### config.mk
export PLATFORM = sky130hd
export DESIGN_NAME = alu_op_issue
export DESIGN_NICKNAME = d
export VERILOG_FILES = /design/src/rtl/alu_ctrl_pkg.sv /design/src/rtl/alu_op_decode.sv /design/src/rtl/alu_op_issue.sv
export SDC_FILE = /design/constraint.sdc
export NUM_CORES = 1
export LEC_CHECK = 0
export CAP_MARGIN = 20
export CORE_MARGIN = 2
export CORE_UTILIZATION = 46
export CTS_CLUSTER_DIAMETER = 60
export DETAILED_ROUTE_END_ITERATION = 10
export GPL_TIMING_DRIVEN = 0
export PLACE_DENSITY = 0.79
export REMOVE_ABC_BUFFERS = 1
export SYNTH_ARGS = -nofsm -noshare
export SYNTH_HDL_FRONTEND = slang
export SYNTH_HIERARCHICAL = 1
export SYNTH_SLANG_ARGS = --single-unit
### constraint.sdc
create_clock -name Clk -period 7.41 [get_ports Clk]
set_input_delay 0.741 -clock Clk [delete_from_list [all_inputs] [get_ports Clk]]
set_output_delay 0.741 -clock Clk [all_outputs]
set_load 0.02 [all_outputs]
### src/rtl/alu_ctrl_pkg.sv
// Shared encodings for the ALU issue stage: ALU control codes, the opcode and
// funct values the decoder understands, and the layout of one FIFO entry.
package alu_ctrl_pkg;

   // ALU control codes
   localparam logic [3:0] ALU_AND  = 4'd0;
   localparam logic [3:0] ALU_OR   = 4'd1;
   localparam logic [3:0] ALU_ADD  = 4'd2;
   localparam logic [3:0] ALU_NOR  = 4'd3;
   localparam logic [3:0] ALU_XOR  = 4'd4;
   localparam logic [3:0] ALU_SUB  = 4'd6;
   localparam logic [3:0] ALU_SLT  = 4'd7;
   localparam logic [3:0] ALU_JUMP = 4'd8;
   localparam logic [3:0] ALU_MUL  = 4'd9;
   localparam logic [3:0] ALU_SLL  = 4'd10;
   localparam logic [3:0] ALU_SGT  = 4'd11;
   localparam logic [3:0] ALU_CLZO = 4'd12;
   localparam logic [3:0] ALU_ROTR = 4'd13;

   // Primary opcodes
   localparam logic [5:0] OP_RTYPE    = 6'h00;
   localparam logic [5:0] OP_J        = 6'h02;
   localparam logic [5:0] OP_JAL      = 6'h03;
   localparam logic [5:0] OP_BEQ      = 6'h04;
   localparam logic [5:0] OP_BNE      = 6'h05;
   localparam logic [5:0] OP_ADDI     = 6'h08;
   localparam logic [5:0] OP_ADDIU    = 6'h09;
   localparam logic [5:0] OP_SLTI     = 6'h0A;
   localparam logic [5:0] OP_ANDI     = 6'h0C;
   localparam logic [5:0] OP_ORI      = 6'h0D;
   localparam logic [5:0] OP_XORI     = 6'h0E;
   localparam logic [5:0] OP_LUI      = 6'h0F;
   localparam logic [5:0] OP_SPECIAL2 = 6'h1C;
   localparam logic [5:0] OP_LW       = 6'h23;
   localparam logic [5:0] OP_SW       = 6'h2B;

   // R-type funct values
   localparam logic [5:0] FN_SLL  = 6'h00;
   localparam logic [5:0] FN_ROTR = 6'h02;
   localparam logic [5:0] FN_JR   = 6'h08;
   localparam logic [5:0] FN_ADD  = 6'h20;
   localparam logic [5:0] FN_ADDU = 6'h21;
   localparam logic [5:0] FN_SUB  = 6'h22;
   localparam logic [5:0] FN_SUBU = 6'h23;
   localparam logic [5:0] FN_AND  = 6'h24;
   localparam logic [5:0] FN_OR   = 6'h25;
   localparam logic [5:0] FN_XOR  = 6'h26;
   localparam logic [5:0] FN_NOR  = 6'h27;
   localparam logic [5:0] FN_SLT  = 6'h2A;

   // SPECIAL2 funct values
   localparam logic [5:0] FN_MUL = 6'h02;
   localparam logic [5:0] FN_CLZ = 6'h20;
   localparam logic [5:0] FN_CLO = 6'h21;

   // rs field value that turns funct 0x02 into a rotate
   localparam logic [4:0] RS_ROTR = 5'd1;

   // One buffered operation: control + A + B + illegal flag
   localparam int ENTRY_W = 4 + 32 + 32 + 1;

   typedef struct packed {
      logic [3:0]  ctrl;
      logic [31:0] a;
      logic [31:0] b;
      logic        illegal;
   } entry_t;

endpackage

### src/rtl/alu_op_decode.sv
// Combinational decode of instruction fields into ALU control and operands.
// Unsupported encodings come out as Illegal=1 with control and operands zeroed.
module alu_op_decode
   import alu_ctrl_pkg::*;
(
   input  logic [5:0]  Opcode,
   input  logic [5:0]  Funct,
   input  logic [4:0]  RsField,
   input  logic [4:0]  Shamt,
   input  logic [15:0] Imm16,
   input  logic [31:0] RsData,
   input  logic [31:0] RtData,
   output logic [3:0]  ALUControl,
   output logic [31:0] A,
   output logic [31:0] B,
   output logic        Illegal
);

   logic [31:0] se, ze, sh;
   logic [3:0]  ctrl;
   logic [31:0] a, b;
   logic        bad;

   assign se = {{16{Imm16[15]}}, Imm16};
   assign ze = {16'h0000, Imm16};
   assign sh = {27'd0, Shamt};

   // Opcode/funct to control and operand selection; bad encodings flagged
   always_comb begin
      ctrl = ALU_AND;
      a    = RsData;
      b    = 32'd0;
      bad  = 1'b0;
      case (Opcode)
         OP_RTYPE: begin
            b = RtData;
            case (Funct)
               FN_AND:          ctrl = ALU_AND;
               FN_OR:           ctrl = ALU_OR;
               FN_ADD, FN_ADDU: ctrl = ALU_ADD;
               FN_SUB, FN_SUBU: ctrl = ALU_SUB;
               FN_NOR:          ctrl = ALU_NOR;
               FN_XOR:          ctrl = ALU_XOR;
               FN_SLT:          ctrl = ALU_SLT;
               FN_SLL: begin
                  ctrl = ALU_SLL;
                  a    = RtData;
                  b    = sh;
               end
               FN_ROTR: begin
                  ctrl = ALU_ROTR;
                  a    = RtData;
                  b    = sh;
                  bad  = (RsField != RS_ROTR);
               end
               FN_JR: begin
                  ctrl = ALU_JUMP;
                  b    = 32'd0;
               end
               default: bad = 1'b1;
            endcase
         end
         OP_SPECIAL2: begin
            case (Funct)
               FN_MUL: begin
                  ctrl = ALU_MUL;
                  b    = RtData;
               end
               FN_CLO: begin
                  ctrl = ALU_CLZO;
                  b    = 32'd1;
               end
               FN_CLZ: ctrl = ALU_CLZO;
               default: bad = 1'b1;
            endcase
         end
         OP_ADDI, OP_ADDIU, OP_LW, OP_SW: begin
            ctrl = ALU_ADD;
            b    = se;
         end
         OP_SLTI: begin
            ctrl = ALU_SLT;
            b    = se;
         end
         OP_ANDI: begin
            ctrl = ALU_AND;
            b    = ze;
         end
         OP_ORI: begin
            ctrl = ALU_OR;
            b    = ze;
         end
         OP_XORI: begin
            ctrl = ALU_XOR;
            b    = ze;
         end
         OP_BEQ, OP_BNE: begin
            ctrl = ALU_SUB;
            b    = RtData;
         end
         OP_LUI: begin
            ctrl = ALU_SLL;
            a    = ze;
            b    = 32'd16;
         end
         OP_J, OP_JAL: begin
            ctrl = ALU_JUMP;
            a    = 32'd0;
         end
         default: bad = 1'b1;
      endcase
   end

   // Illegal entries still flow through the FIFO, but carry no operands
   always_comb begin
      Illegal    = bad;
      ALUControl = bad ? ALU_AND : ctrl;
      A          = bad ? 32'd0   : a;
      B          = bad ? 32'd0   : b;
   end

endmodule

### src/rtl/alu_op_issue.sv
// Issue stage: decodes an accepted instruction and buffers it in a small FIFO
// whose head drives the ALU. Outputs are purely registered-state driven, so
// input-to-output is never combinational.
module alu_op_issue
   import alu_ctrl_pkg::*;
#(
   parameter int DEPTH = 2,
   parameter int CNT_W = 16
) (
   input  logic             Clk,
   input  logic             Reset,
   input  logic             Flush,
   input  logic             InValid,
   output logic             InReady,
   input  logic [5:0]       Opcode,
   input  logic [5:0]       Funct,
   input  logic [4:0]       RsField,
   input  logic [4:0]       Shamt,
   input  logic [15:0]      Imm16,
   input  logic [31:0]      RsData,
   input  logic [31:0]      RtData,
   output logic             OutValid,
   input  logic             OutReady,
   output logic [3:0]       ALUControl,
   output logic [31:0]      A,
   output logic [31:0]      B,
   output logic             Illegal,
   output logic [CNT_W-1:0] IssueCount
);

   localparam int PW = (DEPTH > 1) ? $clog2(DEPTH) : 1;
   localparam int CW = PW + 1;

   entry_t             dec;
   entry_t             head;
   logic [ENTRY_W-1:0] mem [DEPTH];
   logic [PW-1:0]      wr_ptr, rd_ptr;
   logic [CW-1:0]      count;
   logic               push, pop;

   alu_op_decode u_dec (
      .Opcode     (Opcode),
      .Funct      (Funct),
      .RsField    (RsField),
      .Shamt      (Shamt),
      .Imm16      (Imm16),
      .RsData     (RsData),
      .RtData     (RtData),
      .ALUControl (dec.ctrl),
      .A          (dec.a),
      .B          (dec.b),
      .Illegal    (dec.illegal)
   );

   assign InReady  = (count < CW'(DEPTH));
   assign OutValid = (count != '0);
   assign push     = InValid && InReady;
   assign pop      = OutValid && OutReady;

   // Entry storage; a push coinciding with Flush is dropped
   always_ff @(posedge Clk) begin
      if (push && !Flush)
         mem[wr_ptr] <= dec;
   end

   // Pointers and occupancy; Flush empties the FIFO next cycle
   always_ff @(posedge Clk or posedge Reset) begin
      if (Reset) begin
         wr_ptr <= '0;
         rd_ptr <= '0;
         count  <= '0;
      end else if (Flush) begin
         wr_ptr <= '0;
         rd_ptr <= '0;
         count  <= '0;
      end else begin
         if (push)
            wr_ptr <= wr_ptr + PW'(1);
         if (pop)
            rd_ptr <= rd_ptr + PW'(1);
         case ({push, pop})
            2'b10:   count <= count + CW'(1);
            2'b01:   count <= count - CW'(1);
            default: count <= count;
         endcase
      end
   end

   // Completed output handshakes; a pop during Flush still counts
   always_ff @(posedge Clk or posedge Reset) begin
      if (Reset)
         IssueCount <= '0;
      else if (pop)
         IssueCount <= IssueCount + CNT_W'(1);
   end

   // Head view, forced to zero when empty so reset clears it immediately
   always_comb begin
      head = OutValid ? entry_t'(mem[rd_ptr]) : '0;
      ALUControl = head.ctrl;
      A          = head.a;
      B          = head.b;
      Illegal    = head.illegal;
   end

endmodule

# Word level (Yosys, flattened, before mapping)

Memory sizes are Yosys's and may differ from the RTL's.
Index checks and enable logic that the tools add are counted.

Input bits: 107
Logic and storage cells: 83
RAM bits: 138
Memories kept: 1
Register bits after elaboration: 20

$add $sub $neg: 5
Reductions and logical operators: 21
Magnitude comparators: 1
Equality and inequality tests: 28
Multiplexer cells: 23

Memories:

| memory | words | bits a word | read ports | clocked after Yosys merged registers in | wr ports | line               | RTL |
|---|---|---|---|---|---|---|---|
| mem    | 2     | 69          | 1          | 0                                       | 1        | alu_op_issue.sv:36 | `logic [ENTRY_W-1:0] mem [DEPTH];` |

Operator list:

| cell                    | count |
|---|---|
| $pmux W32 S6            | 1 |
| $pmux W32 S2            | 2 |
| $mux W32                | 3 |
| $pmux W32 S3            | 1 |
| $pmux W4 S9             | 2 |
| $mux W69                | 1 |
| $eq A6 B6 Y1 const B    | 11 |
| $eq A6 B4 Y1 const B    | 8 |
| $eq A6 B2 Y1 const B    | 3 |
| $add A16 B1 Y16 const B | 1 |
| $reduce_or A13 Y1       | 1 |
| $eq A6 B3 Y1 const B    | 2 |
| $logic_not A6 Y1        | 2 |
| $reduce_or A11 Y1       | 1 |
| $reduce_or A2 Y1        | 5 |
| $pmux W4 S2             | 1 |
| $mux W1                 | 7 |
| $eq A6 B5 Y1 const B    | 1 |
| $reduce_bool A2 Y1      | 3 |
| $reduce_or A3 Y1        | 2 |
| $ne A5 B1 Y1 const B    | 1 |
| $reduce_or A5 Y1        | 1 |
| $mux W4                 | 1 |
| $pmux W2 S2             | 1 |
| other kinds (13)        | 16 |

# Depth between registers and ports, before layout

Gate-level depths: netlist of run 1.

Depth in word-level cells: 5
Mapped depth: 8

# By module

The synthesis of run 1 kept the hierarchy.

By module, submodules not included:

| module        | seq. area each (um2) | times used | area each (um2) | cells each |
|---|---|---|---|---|
| alu_op_issue  | 4,644.5              | 1          | 6,082.1         | 371 |
| alu_op_decode | 0.0                  | 1          | 1,631.6         | 255 |

# Least setup slack after synthesis of run 1

Ideal clock, no wire load.

Path type: in2reg
From: input port InValid
To: memory mem[1][0] in the netlist's numbering (enable)
Path buffers: 0
Slack: 0.846 ns
Arrival time: 5.968 ns
Setup time: 0.595 ns
Cell stages on the path: 2
Cells stage by stage: nand2_1 nor3b_1

Word-level cells in the longest chain between the ends: 4

Ends and longest elaborated chain:

| element                       | line               | RTL |
|---|---|---|
| start, declared               | alu_op_issue.sv:13 | `input logic InValid,` |
| $logic_and A1 B1 Y1           | alu_op_issue.sv:57 | `assign push = InValid && InReady;` |
| $logic_and A1 B1 Y1           | alu_op_issue.sv:62 | `if (push && !Flush)` |
| $mux W1                       | alu_op_issue.sv:62 |  |
| $mux W1 (implied by the code) | alu_op_issue.sv:63 | `mem[wr_ptr] <= dec;` |
| end, declared                 | alu_op_issue.sv:36 |  |

No other way between the ends.

==> metrics, run 1 <==
kind of critical path=in2reg; vias in the first global route=6127; router iterations before antenna repair=7; total gr overflow=0; setup total negative slack=0 ns; final instance area=0.01060 mm²; RR Endpoint=mem[1][59]; DP Area=0.01004 mm²; Final GP Congestion=~0.9; first-pass GRT wire length=31560 µm; post-synth top area cell=edfxtp_1; IO Count=194; Final setup viols=0; Slew Limit Fails=0; final core occ=64.37%; CP startpoint=Opcode[1]; Worst EP required=7.55 ns; Worst R2R Path Depth=6; r2r setup slk=4.81 ns; Seq cells post-synth=roughly 160; Fin. Hold Viols=0; min cycle time layout=3.705 ns; Fmax=269.9 MHz; Final Skew=slightly below 0.01 ns; Worst-Margin Slew=1.039 ns; DR vias=6090; most numerous cell in the Yosys netlist=edfxtp_1; Pwr Density=216.5 mW/mm²; status=finished clean; Slew HR=30.75%; Worst path slowest cell=nor4_4; DR WL/cell=about 19 µm; DRT antenna net count=0; CP Max Fanout=18; max cap viols=0; Setup crit end kind=flop; pre-CTS setup slack=3.397 ns; synthesized area=0.007714 mm²; kind of path behind the tightest hold check=reg2reg; largest net degree at the start of global routing=40; Final HPWL DP=14120 µm; Ys Warns=6; Post-synth top cells=edfxtp_1 (138), nor2_1 (98), mux2i_1 (78), nand2_1 (34), nor3_1 (31); TritonCTS Buffers=17; syn_area_per_cell=between 10 and 15 µm²; area share of the largest cell type after synthesis=53.72%; FF-to-FF Start=count[1]; Synth-to-Final Area Change=37.40%; DRC=0; row count=47; Routed WL=about 20000 µm; n_diodes=0; CTS tree=done; Hold-fix buffers, CTS=0; layout cell share with drive strength beyond 1=10.58%; Max IR drop VDD=174.0 µV; Die Height=133.5 µm; Critical Path, Cell by Cell=clkdlybuf4s50_1 -> or4_4 -> nor4_4 -> nor2_2 -> buf_16 -> a222oi_1 -> nor3_1; number of port buffers=193; Critical Path Source Type=input pin; clk_lat worst skew=0.43 ns; Vias/cell=5.789; leakage=0.003640 µW; RSZ-0062 raised after global routing=false; final worst setup slack=between 3 and 4 ns; crit path to=mem[0][38]; NumNets Final=927; post-CTS setup buffer count=0; CTS Buffer Depth=2; initial antenna violation count=0; DRT iter0 DRCs=465; worst stage delay on the critical path=between 0.7 and 0.8 ns; CTS clock-pin slew for the worst setup and hold paths=roughly 0.060 ns; clock sink count=158; initial core utilization=46.85%; die width=133.5 µm; clock root cell=clkbuf_16; Top FF cell, synth=edfxtp_1; GRT Overall Usage=22.88%; post_cts resized=0; Worst EP arrival=about 3.9 ns; Core Region=0.01647 mm²; Seq/Total Area, Yosys=60.21%; Max H-tree Level=4; Synth Instances=626; die area=0.01782 mm²; Async S/R FF share, synth=about an eighth; post-synthesis cell type count=61; Final period util=50.00%; Post-synth EDFFs=138; Synth area leaders=edfxtp_1 (54%), mux2i_1 (10%), dfrtp_1 (6.5%)
routing by layer:
layer	global-route usage (%)	part of all wire (%)	vias to the layer above
met5	0	0	-
met4	9.043	2.5	0
met3	5.289	9.2	46
met2	37.97	49	369
met1	29.22	40	2912
li1	-	-	2763
cell type report:
type,instances,area [µm²]
repair buffers,220,2286
multi-input cells,414,2798
well taps,220,275.3
clock buffers,17,425.4
fillers,1229,5867
clock inverters,15,136.4
flip-flops and latches,158,4648
inverters,8,30.03
state kept, by name (all words and copies together) (netlist names):
signal	cells
IssueCount	16
count	2
mem	138
rd_ptr	1
wr_ptr	1
critical path: cells and delay by family:
kind,cells,cell delay (ns)
buffers and inverters,2,0.90
and+or+nand+nor,4,1.78
AOI/OAI and AO/OA,1,0.42
worst min-delay path by stage:
| stage | start | endpoint | slack (ns) | depth (start not counted) |
|---|---|---|---|---|
| 3_5_place_dp | IssueCount[15] | IssueCount[15] | 0.48 | 1 |
| 5_1_grt | IssueCount[15] | IssueCount[15] | 0.50 | 1 |
| 4_1_cts | IssueCount[15] | IssueCount[15] | 0.50 | 1 |
| 6_report | IssueCount[15] | IssueCount[15] | 0.48 | 1 |
| 3_3_place_gp | IssueCount[15] | IssueCount[15] | 0.46 | 1 |
| 2_1_floorplan | wr_ptr | wr_ptr | 0.52 | 2 |
cell usage in the layout (no fill, tap or decap), types with 7 or more instances in the layout:
| master | count |
|---|---|
| nor3_1 | 29 |
| nor2_1 | 98 |
| nand3_1 | 7 |
| a22oi_1 | 20 |
| xor2_1 | 7 |
| mux2i_1 | 78 |
| dfrtp_1 | 19 |
| edfxtp_1 | 138 |
| a222oi_1 | 19 |
| a21oi_1 | 22 |
| nand4_1 | 8 |
| inv_1 | 7 |
| nand2_1 | 34 |
| clkbuf_16 | 17 |
| buf_4 | 8 |
| xnor2_1 | 11 |
| clkdlybuf4s50_1 | 193 |
| buf_6 | 11 |
power by group:
part / internal [µW] / total (µW) / leakage (µW) / switching, µW
Combinational: 206 / 419 / 0.00173 / 213
Sequential: 1010 / 1050 / 0.00164 / 38.0
Clock: 466 / 827 / 0.000267 / 361
stage by stage:
step / total power [µW] / std cells / hold slack, ns
CTS: 2309 / 1052 / 0.4953
floorplan: 1265 / 580 / 0.5193
global placement: 1463 / 993 / 0.4624
global route: 2378 / 1052 / 0.5048
detailed placement: 1483 / 1020 / 0.4823
finish: 2295 / 1052 / 0.4848
logic make-up (layout without fill, tap and decap cells):
group / after synthesis / count (layout) / share of synthesized area, %
flip-flops: 158 / 158 / 60.21
XOR/XNOR: 18 / 18 / 2.044
AO/OA/AOI/OAI: 96 / 96 / 9.489
AND/OR/NAND/NOR: 220 / 220 / 14.00
buffers and inverters: 54 / 260 / 3.828
adder cells (fa/ha/maj): 1 / 1 / 0.1622
multiplexers: 79 / 79 / 10.27
(Power assumes the default switching activity.)
==> run 2: changes to the inputs <==
--- a/config.mk
+++ b/config.mk
@@ -7,11 +7,11 @@
 export LEC_CHECK = 0
 export CAP_MARGIN = 20
 export CORE_MARGIN = 2
-export CORE_UTILIZATION = 46
+export CORE_UTILIZATION = 45
 export CTS_CLUSTER_DIAMETER = 60
 export DETAILED_ROUTE_END_ITERATION = 10
 export GPL_TIMING_DRIVEN = 0
-export PLACE_DENSITY = 0.79
+export PLACE_DENSITY = 0.8
 export REMOVE_ABC_BUFFERS = 1
 export SYNTH_ARGS = -nofsm -noshare
 export SYNTH_HDL_FRONTEND = slang
==> constraint.sdc (replaced) <==
create_clock -name Clk -period 3.15 [get_ports Clk]
set_input_delay 0.315 -clock Clk [delete_from_list [all_inputs] [get_ports Clk]]
set_output_delay 0.315 -clock Clk [all_outputs]
set_load 0.02 [all_outputs]
==> run 2 against run 1 <==
Sequential power rose by 140%. Die area up 2.2%. Combinational power is 130% higher. Clock-buffer cell count is 1 higher. Critical endpoint is now B[30]. Largest cell class unchanged.
==> metrics, run 2 (synthesis results as in run 1) <==
fin cells=1052 (unchanged); Final setup viols=0 (unchanged); logic gate share of total power=17.2% (-1.0 points); clock root cell=clkbuf_16; clock sink count=158 (unchanged); NetSw=1384 µW (+130%); first-pass GRT wire length=32550 µm (+3.1%); n_diodes=0 (unchanged); Critical Path Source Type=flop; number of flip-flops under the largest register name=138 (unchanged); CP Buf/Inv Count=2 (unchanged); Flop pwr share=43.3% (-2.4 points); status=finished clean; Final Skew=0.005741 ns (-0.004168 ns); Max H-tree Level=4 (unchanged); router iterations before antenna repair=6 (-1); CTS clock-pin slew for the worst setup and hold paths=0.06 ns (about the same); commonest non-fill, non-tap cell in the layout=clkdlybuf4s50_1; layout cell share with drive strength beyond 1=10.10% (-0.48 points); DRT iter0 DRCs=525 (+13%); initial core utilization=46.35% (-0.50 points); FF-to-FF Start=count[1]; Worst R2R Path Depth=6 (unchanged); number of port buffers=193 (unchanged); critical path depth=4 (-3); row count=47 (unchanged); crit path to=B[30]; Slew Limit Fails=0 (unchanged); Top Layer Used=met4; Vias/cell=5.844 (+0.95%); IO Count=194 (unchanged); NumNets Final=928 (+0.11%); DR WL/cell=19.80 µm (+3.5%); DRC=0 (unchanged); largest reg by FF count=mem; final worst setup slack=0.2558 ns (-3.449 ns); Fin. Hold Viols=0 (unchanged); CP Max Fanout=41 (+23); Fmax=345.5 MHz; worst stage delay on the critical path=0.70 ns (-0.02 ns); Worst EP required=2.83 ns (-4.72 ns); met2 WL=10450 µm (+6.8%); Pint=4327 µW (+160%); Routed WL=20830 µm (+3.5%); Final HPWL DP=14810 µm (+4.9%); Net Sw Frac=24.23% (-2.5 points); initial antenna violation count=0 (unchanged); RSZ-0062 raised after global routing=false; DRT antenna net count=0 (unchanged); FILL cells=1226 (-0.24%); post_cts resized=0 (unchanged); Core Region=0.01664 mm² (+1.1%); Setup crit end kind=primary output; Hold-fix buffers, CTS=0 (unchanged); Pwr Density=534.8 mW/mm² (+150%); DR vias=6148 (+0.95%); CTS Buffer Depth=2 (unchanged); CP startpoint=count[1]; kind of critical path=reg2out; RR Endpoint=mem[1][19]; vias in the first global route=6292 (+2.7%); Critical Path, Cell by Cell=nor2_4 -> buf_12 -> nor2_1 -> clkdlybuf4s50_1; Die Height=134.9 µm (+1.1%); Clk network pwr share=39.6% (+3.5 points); Cells after DPL=1020 (unchanged); Final GP Congestion=0.8956 (-0.68%); Worst EP arrival=2.58 ns (-1.27 ns); Synth-to-Final Area Change=38.43%; leakage=0.003681 µW (+1.1%); die width=134.9 µm (+1.1%); TritonCTS Buffers=17 (unchanged); crit-path leading delay family=buffers and inverters; clk_lat worst skew=0.41 ns (-0.02 ns); Slew HR=42.05% (+11 points); Max IR drop VDD=392.6 µV (+130%); met3 routed WL=1630 µm (-12%); pre-CTS setup slack=-0.7530 ns (-4.150 ns); setup total negative slack=0 ns (unchanged); Worst path slowest cell=nor2_4; final core occ=64.16% (-0.21 points); kind of path behind the tightest hold check=in2async; most frequent cells in the layout=clkdlybuf4s50_1 (193), edfxtp_1 (138), nor2_1 (98); CTS tree=done; GRT Overall Usage=23.12% (+0.24 points); Final period util=between 90% and 100%; min cycle time layout=2.894 ns; die area=0.01820 mm² (+2.2%); DRT met1 WL=8291 µm (+3.7%); max cap viols=0 (unchanged); largest net degree at the start of global routing=42 (+5.0%); Worst-Margin Slew=0.8673 ns (-0.1715 ns); r2r setup slk=0.72 ns (-4.09 ns); Top Registers=mem x138, IssueCount x16, count x2; total gr overflow=0 (unchanged)
==> run 2: cell types whose count changed in the layout (fill, tap and decap cells not counted) <==
cell,before,now
buf_12,0,1
buf_16,4,1
buf_4,8,7
buf_6,11,10
buf_8,4,9
bufinv_16,1,6
clkbuf_1,0,1
clkinv_1,0,3
clkinv_2,3,2
clkinv_4,1,0
clkinvlp_4,4,1
inv_6,6,1
==> run 2: layer usage <==
metal,global-route usage (%),vias up
li1,-,2770
met1,29.49,3001
met2,39.85,335
met3,4.054,42
met4,7.953,0
met5,0,-
==> run 2: layout make-up <==
| cell class | instances | area, µm² | area share (%) |
|---|---|---|---|
| repair buffers | 221 | 2280 | 21.35 |
| inverters | 8 | 30.03 | 0.2812 |
| clock buffers | 18 | 429.2 | 4.019 |
| flip-flops and latches | 158 | 4648 | 43.53 |
| well taps | 220 | 275.3 | 2.578 |
| clock inverters | 13 | 217.7 | 2.039 |
| multi-input cells | 414 | 2798 | 26.20 |
==> run 2: what timing repair did <==
item,CTS,global route
setup buffers,1,0
hold endpoints to repair,0,0
endpoints found under the setup margin,48,0
==> run 2: metrics by stage <==
| stage | cell area [µm²] | hold slack [ns] | total power (µW) |
|---|---|---|---|
| after floorplan | 7448 | 0.2788 | 2975 |
| after global placement | 9656 | 0.4603 | 3449 |
| after detailed placement | 10020 | 0.4923 | 3492 |
| after CTS | 10680 | 0.3499 | 5741 |
| after global routing | 10680 | 0.3925 | 5889 |
| final | 10680 | 0.3380 | 5711 |
==> run 2: power groups by stage <==
stage	Combinational (µW)	Clock, µW	Sequential [µW]
floorplan	419	0	2560
global placement	906	0	2540
detailed placement	978	0	2510
CTS	983	2290	2470
global route	1040	2360	2480
finish	980	2260	2470
==> run 2: worst register-to-register path, cell delays in order, from the launching register on <==
cell and delay, ns:
dfrtp_1 0.48, inv_1 0.11, nand2_1 0.17, nor3b_2 0.74, buf_8 0.25, buf_6 0.18, buf_6 0.20
==> run 2: worst min-delay path by stage <==
stage	from	endpoint	slack (ns)	cells past startpoint
after floorplan	Reset	IssueCount[0]	0.28	1
after global routing	Reset	IssueCount[13]	0.39	2
final	Reset	IssueCount[14]	0.34	2
after CTS	Reset	IssueCount[14]	0.35	2
after global placement	IssueCount[15]	IssueCount[15]	0.46	1
after detailed placement	IssueCount[15]	IssueCount[15]	0.49	1
